<file path="config.mk">
export PLATFORM = sky130hd
export DESIGN_NAME = timer_count_core
export DESIGN_NICKNAME = d
export VERILOG_FILES = /design/src/rtl/timer_pkg.sv /design/src/rtl/timer_sync_edge.sv /design/src/rtl/timer_count_core.sv
export SDC_FILE = /design/constraint.sdc
export NUM_CORES = 1
export LEC_CHECK = 0
export ABC_AREA = 1
export ABC_CLOCK_PERIOD_IN_PS = 1840
export BUFFER_PORTS_ARGS = -buffer_cell sky130_fd_sc_hd__buf_4
export CORE_MARGIN = 1
export CORE_UTILIZATION = 40
export CTS_CLUSTER_SIZE = 24
export DETAILED_ROUTE_END_ITERATION = 10
export GPL_TIMING_DRIVEN = 0
export PLACE_DENSITY_LB_ADDON = 0.25
export SLEW_MARGIN = 20
export SYNTH_ARGS = -nofsm -noshare
export SYNTH_HDL_FRONTEND = slang
export SYNTH_SLANG_ARGS = --single-unit
export TNS_END_PERCENT = 1
</file>
<file path="constraint.sdc">
create_clock -name i_clk -period 1.84 [get_ports i_clk]
set_input_delay 0.092 -clock i_clk [delete_from_list [all_inputs] [get_ports i_clk]]
set_output_delay 0.092 -clock i_clk [all_outputs]
set_load 0.02 [all_outputs]
</file>
<file path="src/rtl/timer_pkg.sv">
// Shared definitions for the timer: CTRL register bit positions and datapath widths.
package timer_pkg;

    localparam int unsigned CTRL_W = 9;
    localparam int unsigned CNTR_W = 32;

    localparam int unsigned CTRL_EN      = 0;
    localparam int unsigned CTRL_ECLK    = 1;
    localparam int unsigned CTRL_NEC     = 2;
    localparam int unsigned CTRL_OE      = 3;
    localparam int unsigned CTRL_SINGLE  = 4;
    localparam int unsigned CTRL_INTE    = 5;
    localparam int unsigned CTRL_INT     = 6;
    localparam int unsigned CTRL_CNTRRST = 7;
    localparam int unsigned CTRL_CAPTE   = 8;

endpackage

</file>
<file path="src/rtl/timer_sync_edge.sv">
// Two-flop synchroniser for an asynchronous pin, plus an edge-detect flop giving rise/fall pulses.
module timer_sync_edge (
    input  logic i_clk,
    input  logic i_rst,
    input  logic i_pin,
    output logic o_level,
    output logic o_rise_c,
    output logic o_fall_c
);

    logic meta_q;
    logic sync_q;
    logic last_q;

    always_ff @(posedge i_clk) begin
        if (i_rst) begin
            meta_q <= 1'b0;
            sync_q <= 1'b0;
            last_q <= 1'b0;
        end else begin
            meta_q <= i_pin;
            sync_q <= meta_q;
            last_q <= sync_q;
        end
    end

    assign o_level  = sync_q;
    assign o_rise_c = sync_q & ~last_q;
    assign o_fall_c = ~sync_q & last_q;

endmodule

</file>
<file path="src/rtl/timer_count_core.sv">
// Timer counting engine: counter, PWM, LRC-match interrupt, single-shot stop and pin capture.
module timer_count_core
    import timer_pkg::*;
(
    input  logic              i_clk,
    input  logic              i_rst,
    input  logic [CTRL_W-1:0] i_ctrl,
    input  logic [CNTR_W-1:0] i_hrc,
    input  logic [CNTR_W-1:0] i_lrc,
    input  logic              i_cntr_we,
    input  logic [CNTR_W-1:0] i_cntr_wdata,
    input  logic              i_ecgt,
    input  logic              i_capt,
    input  logic              i_int_clr,
    output logic [CNTR_W-1:0] o_cntr,
    output logic              o_pwm,
    output logic              o_int_pulse,
    output logic              o_irq,
    output logic              o_stopped,
    output logic              o_capt_hrc_we,
    output logic              o_capt_lrc_we,
    output logic [CNTR_W-1:0] o_capt_data
);

    logic ecgt_lvl, ecgt_rise, ecgt_fall;
    logic capt_lvl, capt_rise, capt_fall;

    timer_sync_edge u_sync_ecgt (
        .i_clk    (i_clk),
        .i_rst    (i_rst),
        .i_pin    (i_ecgt),
        .o_level  (ecgt_lvl),
        .o_rise_c (ecgt_rise),
        .o_fall_c (ecgt_fall)
    );

    timer_sync_edge u_sync_capt (
        .i_clk    (i_clk),
        .i_rst    (i_rst),
        .i_pin    (i_capt),
        .o_level  (capt_lvl),
        .o_rise_c (capt_rise),
        .o_fall_c (capt_fall)
    );

    // OE and INT are owned by the register file; capture only needs the edges.
    logic unused_ok;
    assign unused_ok = ^{i_ctrl[CTRL_OE], i_ctrl[CTRL_INT], capt_lvl};

    logic en, eclk, nec, single, inte, cntrrst, capte;
    assign en      = i_ctrl[CTRL_EN];
    assign eclk    = i_ctrl[CTRL_ECLK];
    assign nec     = i_ctrl[CTRL_NEC];
    assign single  = i_ctrl[CTRL_SINGLE];
    assign inte    = i_ctrl[CTRL_INTE];
    assign cntrrst = i_ctrl[CTRL_CNTRRST];
    assign capte   = i_ctrl[CTRL_CAPTE];

    logic [CNTR_W-1:0] cntr_q, cntr_d, capt_data_q, capt_data_d, cntr_inc;
    logic pwm_q, pwm_d, pulse_d, irq_q, irq_d, stopped_q, stopped_d;
    logic hrc_we_d, lrc_we_d;
    logic fire, inc, adv, lrc_hit, hrc_hit;

    // Next-state logic; software write and CNTRRST suppress the increment entirely.
    always_comb begin
        fire        = eclk ? (nec ? ecgt_fall : ecgt_rise) : (ecgt_lvl ^ nec);
        inc         = en & ~stopped_q & ~capte & fire;
        adv         = inc & ~cntrrst & ~i_cntr_we;
        cntr_inc    = cntr_q + CNTR_W'(1);
        lrc_hit     = adv & (i_lrc != '0) & (cntr_q == i_lrc);
        hrc_hit     = adv & (i_hrc != '0) & (cntr_inc == i_hrc)
                      & ((i_lrc == '0) | (i_hrc <= i_lrc));

        cntr_d = cntr_q;
        if (cntrrst) begin
            cntr_d = '0;
        end else if (i_cntr_we) begin
            cntr_d = i_cntr_wdata;
        end else if (lrc_hit) begin
            cntr_d = '0;
        end else if (adv) begin
            cntr_d = cntr_inc;
        end

        pwm_d = pwm_q;
        if (lrc_hit) begin
            pwm_d = 1'b0;
        end else if (hrc_hit) begin
            pwm_d = 1'b1;
        end

        pulse_d = lrc_hit & inte;
        irq_d   = pulse_d | (irq_q & ~i_int_clr);

        stopped_d = stopped_q;
        if (i_cntr_we || cntrrst || !en) begin
            stopped_d = 1'b0;
        end else if (lrc_hit && single) begin
            stopped_d = 1'b1;
        end

        hrc_we_d    = capte & capt_rise;
        lrc_we_d    = capte & capt_fall;
        capt_data_d = (hrc_we_d || lrc_we_d) ? cntr_d : capt_data_q;
    end

    always_ff @(posedge i_clk) begin
        if (i_rst) begin
            cntr_q        <= '0;
            pwm_q         <= 1'b0;
            o_int_pulse   <= 1'b0;
            irq_q         <= 1'b0;
            stopped_q     <= 1'b0;
            o_capt_hrc_we <= 1'b0;
            o_capt_lrc_we <= 1'b0;
            capt_data_q   <= '0;
        end else begin
            cntr_q        <= cntr_d;
            pwm_q         <= pwm_d;
            o_int_pulse   <= pulse_d;
            irq_q         <= irq_d;
            stopped_q     <= stopped_d;
            o_capt_hrc_we <= hrc_we_d;
            o_capt_lrc_we <= lrc_we_d;
            capt_data_q   <= capt_data_d;
        end
    end

    assign o_cntr      = cntr_q;
    assign o_pwm       = pwm_q;
    assign o_irq       = irq_q;
    assign o_stopped   = stopped_q;
    assign o_capt_data = capt_data_q;

endmodule

</file>
==> metrics.yaml, run 1 <==
clocking:
  cts-buffers-inserted: 9
  tritoncts: "built"
  ctsRootBufferMaster: "clkbuf_16"
  cts.reportedPaths.clkPinSlew_ps: 60
  clock_path_buffers: 2
  clock_sink_count: 76
  clock_insertion_delay_worst_skew_ps: 330
  htree_num_levels: 3
synth:
  synth_top_family_by_area: "simple AND/OR/NAND/NOR gates"
  synth_async_sr_flop_share_pct: 0
  synth_top_cell_by_area: "dfxtp_1"
  postSynth.topFlopCell: "dfxtp_1"
  synthAdderAreaFrac_pct: 6.44
  synth.top_cell.area_share_pct: 23.7
  synth.cell_area_um2: 6410
  yosys.area_share.xor_xnor_pct: 3.84
  synth_compound_gate_area_share_pct: 13.4
  synth_edf_count: 0
  synth_fp_nets: 1243
  synth.yosys.warnings: 0
  yosys_register_bits: 76
  synth_cell_types: 37
  yosysSeqAreaShare_pct: 23.7
  synthesis.area_per_instance_um2: 5.84
  postSynthCellCount: 1099
  synth_area_leaders: "dfxtp_1 24%, nand2_1 20%, nor2_1 8.8%"
  synth_simple_gate_area_share_pct: 43.6
  synth.mux.area_fraction_pct: 0
global_route:
  global_route.overflow_total: 0
  vias_in_the_first_global_route: 7337
  wire_length_of_the_first_global_routing_pass_um: 38400
  grt_overall_usage_pct: 30.9
  antenna_found_initial: 0
  grt_max_degree: 14
power_and_ir_drop:
  seq_power_share_pct: 35.4
  cell_internal_pwr_mw: 3.58
  p_leak_nw: 4.34
  power_frac_comb_pct: 24.2
  switching_share_pct: 29.1
  vdd.ir_drop.worst_mv: 0.708
  clock_power_share_pct: 40.4
  power_switching_mw: 1.47
  power_density_nw_per_um2: 557
route:
  drt_iter0_markers: 549
  final_antenna_net_count: 0
  vias: 7872
  drt_first_pass_iters: 7
  detail_route.wirelength_um: 25900
  drcViolationCount: 0
  viasPerCell: 5.17
  routedWlPerCell_um: 17.0
outcome:
  outcome: "finished, violations left"
  failed_checks: "negative setup slack"
worst_setup_path:
  worst_ep_required_time_ps: 2100
  timing.setup.critical_path_class: "register to register"
  r2r-start: "o_cntr[1]"
  timing.critical_path.slowest_stage_cell: "dfxtp_4"
  timing.critical_path.buf_inv: 1
  crit_path_max_fanout: 5
  crit_path_largest_cell_delay_ps: 380
  r2r-end: "o_pwm"
  r2r_cells: 15
  timing.critical_path.arrival_ps: 2400
  crit_cells: 15
  crit_path_cell_trace: "ha_4 -> nand2_4 -> nor2_4 -> nand2_4 -> nor2_4 -> inv_2 -> nand2_1 -> nand3b_1 -> nand2_1 -> nand2_2 -> nor2_2 -> nand2_1 -> nor2_2 -> nand3_2 -> a21oi_2"
  cell_occurring_most_often_along_the_worst_timing_path: "nand2_1"
  critical_path.startpoint_type: "register"
  critPathTopFamily: "simple AND/OR/NAND/NOR gates"
  timing.critical_path.to_type: "register"
  timing.reg2reg.setup_slack_ps: -290
finish:
  antenna_diodes: 0
  syn_to_final_growth_pct: 41.5
  fin_cells: 1523
  nets: 1451
  n_fill_cell: 1536
  post_route_cells_drive_above_1_share_pct: 27.2
  design_area_um2: 9070
  multi_input_comb_area_um2: 4700
  register_area_um2: 1610
placed_design:
  post_dp_hpwl_um: 20700
  port_buffers: 177
  place_area_um2: 8010
  post-place-cells: 1487
  place_congestion: 0.927
floorplan:
  num_io_pins: 181
  die_x_um: 129
  initial_utilization_pct: 41.6
  floorplan.rows: 45
  floorplan.die.height_um: 129
  core_area_um2: 15400
  floorplan.die_area_um2: 16500
timing:
  worst_clock_skew_ps: 8.26
  final_max_slew_viol_count: 0
  final_min_period_over_clock_period_pct: 116
  finalWorstPathRequiredPeriod_ps: 2130
  finalSetupViolations: 66
  worst_slew_pin_slew_ps: 534
  slew_headroom_pct: 64.4
  finalWorstSetupSlack_ps: -292
  fmax_mhz: 469
  rsz_0062_raised_after_global_routing: "yes"
  final-hold-violation-count: 0
  hold-worst-slack_ps: 33.0
min_path:
  min_delay_path_depth: 3
  worst_hold_path_type: "input pin to register"
  min_to: "o_capt_hrc_we"
  holdCritStartpoint: "i_ctrl[8]"
flow_run:
  cap_violations: 0
==> repair_timing <==
| item | in CTS | in global routing |
|---|---|---|
| endpoints found under the setup margin | 68 | 68 |
| pin swaps | 11 | 28 |
| setup buffers | 9 | 9 |
| hold endpoints to repair | 2 | 0 |
| resized for setup | 69 | 106 |
| hold buffers | 2 | 0 |
==> worst max path at each step <==
stage          startpoint              end  slack (ps)
3_5_place_dp   o_cntr[12]            o_pwm        -540
5_1_grt         o_cntr[0]            o_pwm        -320
3_3_place_gp   o_cntr[21]  o_capt_data[28]        -570
6_report        o_cntr[1]            o_pwm        -290
4_1_cts         o_cntr[1]            o_pwm        -260
2_1_floorplan   o_cntr[9]  o_capt_data[10]          10
==> per-stage QoR <==
step / setup slack (ps) / power (mW) / setup TNS (ps) / utilization, %
floorplan: 12.5 / 2.43 / 0 / -
global placement: -575 / 2.95 / -21820 / 51.9
detailed placement: -536 / 2.96 / -21830 / 51.9
CTS: -261 / 5.02 / -6430 / 56.2
global route: -321 / 5.27 / -14800 / 58.8
finish: -292 / 5.06 / -7970 / 58.8
==> cell usage after synthesis (2+ instances only) <==
| cell | n |
|---|---|
| dfxtp_1 | 76 |
| nand3b_1 | 7 |
| a21oi_1 | 61 |
| nand2_2 | 3 |
| nand4_1 | 29 |
| nand2_1 | 346 |
| clkinv_1 | 2 |
| or2_2 | 2 |
| xor2_1 | 10 |
| o21ai_1 | 7 |
| inv_1 | 114 |
| nor2_2 | 10 |
| o21ai_0 | 68 |
| nor3_1 | 5 |
| o2111ai_1 | 3 |
| and2_1 | 2 |
| xnor2_1 | 13 |
| a21o_1 | 14 |
| nor2_4 | 5 |
| nand3_1 | 90 |
| xnor3_1 | 2 |
| clkbuf_1 | 25 |
| inv_2 | 2 |
| nor2_1 | 150 |
| buf_2 | 4 |
| nor4_1 | 4 |
| o21a_1 | 2 |
| nor3b_1 | 2 |
| ha_1 | 33 |
==> metal layers <==
layer / share of wire [%] / track usage (%)
met1: 43 / 40.2
met2: 44 / 50.2
met3: 8.2 / 4.07
met4: 4.2 / 15.6
met5: 0 / 0
==> worst min-delay path: cells and delay by family <==
kind,cells,cell delay (ps)
buffers and inverters,1,90
AND/OR/NAND/NOR,2,140
==> power groups by stage <==
stage / Clock, mW / Sequential, mW / Combinational [mW]
global placement: 0 / 1.83 / 1.12
finish: 2.05 / 1.79 / 1.22
global route: 2.13 / 1.80 / 1.35
floorplan: 0 / 1.88 / 0.553
detailed placement: 0 / 1.83 / 1.13
CTS: 2.05 / 1.80 / 1.17
==> cell families (layout without fill, tap and decap cells) <==
kind of cell,after synthesis,after routing
XOR/XNOR,25,25
AND/OR/NAND/NOR,657,657
buffers and inverters,150,363
adder cells (fa/ha/maj),33,33
flip-flops,76,76
AO/OA/AOI/OAI,158,158
==> area by class of cell <==
cell class	instances	share of cell area, %
multi-input combinational	873	51.8
inverter	118	4.91
sequential	76	17.8
clock buffer	10	2.63
clock inverter	6	1.23
tap	211	2.91
timing repair buffer	197	16.8
buffer	32	2.01
==> placed cells by master, fill, tap and decap left out, drive strengths merged <==
cell type / instances
xor2: 10
a21oi: 62
nor4: 4
clkbuf: 33
o31ai: 1
dlygate4sd3: 2
buf: 204
clkinv: 4
o211ai: 1
bufinv: 3
o21ai: 75
inv: 116
nand3: 91
nand3b: 7
nand4: 29
xnor3: 2
nor3: 5
and2: 2
o21a: 2
nor2: 165
xnor2: 13
nand2: 350
ha: 33
o2111ai: 3
dfxtp: 76
clkinvlp: 1
nor3b: 2
or2: 2
a21o: 14
No activity file was read; power rests on OpenSTA's default activity.
==> run 2, diff against run 1 <==
--- a/config.mk
+++ b/config.mk
@@ -13,9 +13,10 @@
 export CTS_CLUSTER_SIZE = 24
 export DETAILED_ROUTE_END_ITERATION = 10
 export GPL_TIMING_DRIVEN = 0
+export HOLD_SLACK_MARGIN = 0.06
 export PLACE_DENSITY_LB_ADDON = 0.25
 export SLEW_MARGIN = 20
 export SYNTH_ARGS = -nofsm -noshare
 export SYNTH_HDL_FRONTEND = slang
 export SYNTH_SLANG_ARGS = --single-unit
-export TNS_END_PERCENT = 1
+export TNS_END_PERCENT = 30
==> run 2 against run 1 <==
Effect of this change: the flow still finishes with violations (negative setup slack); first-iteration DRC count fell by 16%; sequential power is essentially flat; setup slack lost 36 ps; clock skew is essentially flat; combinational power increased by 5%; final area rose by 4.1%; die area unchanged.
==> metrics.yaml, run 2 (synthesis gave the netlist of run 1 again) <==
worst_setup_path:
  timing.setup.critical_path_class: "register to register"
  r2r-start: "o_cntr[0]"
  crit_path_max_fanout: 4  # -1
  timing.critical_path.arrival_ps: 2440  # +40 ps
  worst_ep_required_time_ps: 2110  # about the same
  r2r-end: "o_pwm"
  crit_path_cell_trace: "ha_4 -> nand2_4 -> nor2_4 -> nand2_4 -> nor2_4 -> inv_2 -> nand2_2 -> nand3_1 -> nand2_1 -> nand2_2 -> nor2_2 -> nand2_1 -> nor2_2 -> nand3_2 -> a21oi_2"
  timing.critical_path.slowest_stage_cell: "dfxtp_4"
  crit_path_largest_cell_delay_ps: 390  # about the same
  r2r_cells: 15  # unchanged
  critical_path.startpoint_type: "register"
  timing.critical_path.to_type: "register"
  critPathTopFamily: "simple AND/OR/NAND/NOR gates"
  timing.critical_path.buf_inv: 1  # unchanged
  timing.reg2reg.setup_slack_ps: -330  # -40 ps
finish:
  nets: 1461  # +0.69%
  fin_cells: 1533  # +0.66%
  post_route_cells_drive_above_1_share_pct: 30.7  # +3.5 points
  layout_commonest_cell: "nand2_1"
  antenna_diodes: 0  # unchanged
  syn_to_final_growth_pct: 47.3
  most-common-layout-cells: "294 x nand2_1, 196 x buf_4, 133 x nor2_1"
floorplan:
  floorplan.rows: 45  # unchanged
  floorplan.die.height_um: 129  # unchanged
  die_x_um: 129  # unchanged
  initial_utilization_pct: 41.6  # unchanged
  num_io_pins: 181  # unchanged
  floorplan.die_area_um2: 16500  # unchanged
  core_area_um2: 15400  # unchanged
power_and_ir_drop:
  clock_power_share_pct: 40.0  # -0.4 points
  vdd.ir_drop.worst_mv: 0.710  # +0.29%
  total_power_mw: 5.12  # +1.2%
  power_density_nw_per_um2: 542  # -2.8%
  p_leak_nw: 4.44  # +2.3%
  seq_power_share_pct: 34.9  # -0.5 points
  power_switching_mw: 1.51  # +2.5%
  switching_share_pct: 29.5  # +0.39 points
  power_frac_comb_pct: 25.1  # +0.9 points
  cell_internal_pwr_mw: 3.61  # +0.64%
placed_design:
  place_congestion: 0.927  # unchanged
  post-place-cells: 1487  # unchanged
  port_buffers: 177  # unchanged
  post_dp_hpwl_um: 20700  # unchanged
  pre_cts_ws_ps: -536  # unchanged
global_route:
  global_route.overflow_total: 0  # unchanged
  wire_length_of_the_first_global_routing_pass_um: 39400  # +2.6%
  grt_max_degree: 14  # unchanged
  grt_overall_usage_pct: 31.7  # +0.78 points
  vias_in_the_first_global_route: 7494  # +2.1%
  antenna_found_initial: 0  # unchanged
outcome:
  outcome: "finished, violations left"
  failed_checks: "negative setup slack"
route:
  drt_iter0_markers: 460  # -16%
  drt_first_pass_iters: 6  # -1
  routedWlPerCell_um: 17.4  # +2.1%
  vias: 8015  # +1.8%
  drcViolationCount: 0  # unchanged
  detail_route.wirelength_um: 26600  # +2.7%
  viasPerCell: 5.23  # +1.2%
  final_antenna_net_count: 0  # unchanged
clocking:
  clock_path_buffers: 2  # unchanged
  cts.reportedPaths.clkPinSlew_ps: 60  # about the same
  tritoncts: "built"
  ctsRootBufferMaster: "clkbuf_16"
  clock_insertion_delay_worst_skew_ps: 340  # about the same
  htree_num_levels: 3  # unchanged
  clock_sink_count: 76  # unchanged
  cts-buffers-inserted: 9  # unchanged
timing:
  finalSetupViolations: 67  # +1.5%
  final_min_period_over_clock_period_pct: 118  # +1.9 points
  rsz_0062_raised_after_global_routing: "yes"
  final-hold-violation-count: 0  # unchanged
  fmax_mhz: 461  # -1.7%
  totalNegativeSetupSlack_ps: -7950  # +18.3 ps
  worst_slew_pin_slew_ps: 569  # +35.2 ps
  finalWorstSetupSlack_ps: -327  # -35.8 ps
  final_max_slew_viol_count: 0  # unchanged
  finalWorstPathRequiredPeriod_ps: 2170  # +35.8 ps
  slew_headroom_pct: 62.0  # -2.3 points
  worst_clock_skew_ps: 7.79  # -0.467 ps
min_path:
  worst_hold_path_type: "input pin to register"
  holdCritStartpoint: "i_cntr_we"
  min_to: "o_stopped"
  min_delay_path_depth: 4  # +1
flow_run:
  cap_violations: 0  # unchanged
==> run 2: power by group through the flow <==
stage	registers, mW	logic, mW	clock network (mW)
3_3_place_gp	1.83	1.12	0
4_1_cts	1.79	1.21	2.05
6_report	1.79	1.28	2.05
2_1_floorplan	1.88	0.553	0
5_1_grt	1.79	1.41	2.13
3_5_place_dp	1.83	1.13	0
==> run 2: stage by stage <==
stage	hold WS, ps	instance area, um2	utilization, %
final	86.6	9450	61.2
after global placement	292	8010	51.9
after detailed placement	299	8010	51.9
after global routing	107	9450	61.2
after CTS	78.3	9010	58.4
after floorplan	199	6420	-
==> run 2: final cells by class <==
| class | instances | area (um2) |
|---|---|---|
| fill | 1470 | 5980 |
| multi-input combinational | 873 | 4940 |
| timing repair buffer | 208 | 1630 |
| sequential | 76 | 1620 |
| inverter | 118 | 443 |
| tap | 211 | 264 |
| clock buffer | 10 | 239 |
| buffer | 31 | 194 |
| clock inverter | 6 | 111 |
==> run 2: tightest hold or removal path: cells and delay by family <==
| family | cells | cell delay (ps) |
|---|---|---|
| simple gates | 2 | 100 |
| buf+inv | 1 | 110 |
| compound gates | 1 | 70 |
==> run 2: routing by layer <==
metal  GRT usage [%]  up-vias  part of all wire (%)
met2            51.8      354                    44
li1                -     4016                     -
met1            40.7     3568                    42
met4            16.5        0                   5.2
met3            4.28       77                   8.4
met5               0        -                     0
==> run 2: how the worst max path moves through the flow <==
stage / to / startpoint / cells after the start
after floorplan: o_capt_data[10] / o_cntr[9] / 13
after global placement: o_capt_data[28] / o_cntr[21] / 11
after detailed placement: o_pwm / o_cntr[12] / 14
after CTS: o_pwm / o_cntr[1] / 15
after global routing: o_pwm / o_cntr[0] / 15
final: o_pwm / o_cntr[0] / 15
==> run 2: what timing repair did <==
item,CTS,global route
setup buffers,19,5
hold buffers,6,0
setup endpoints to repair,68,68
endpoints found under the hold margin,7,0
gates cloned,1,1
pin swaps,17,40
gates resized for setup,125,115
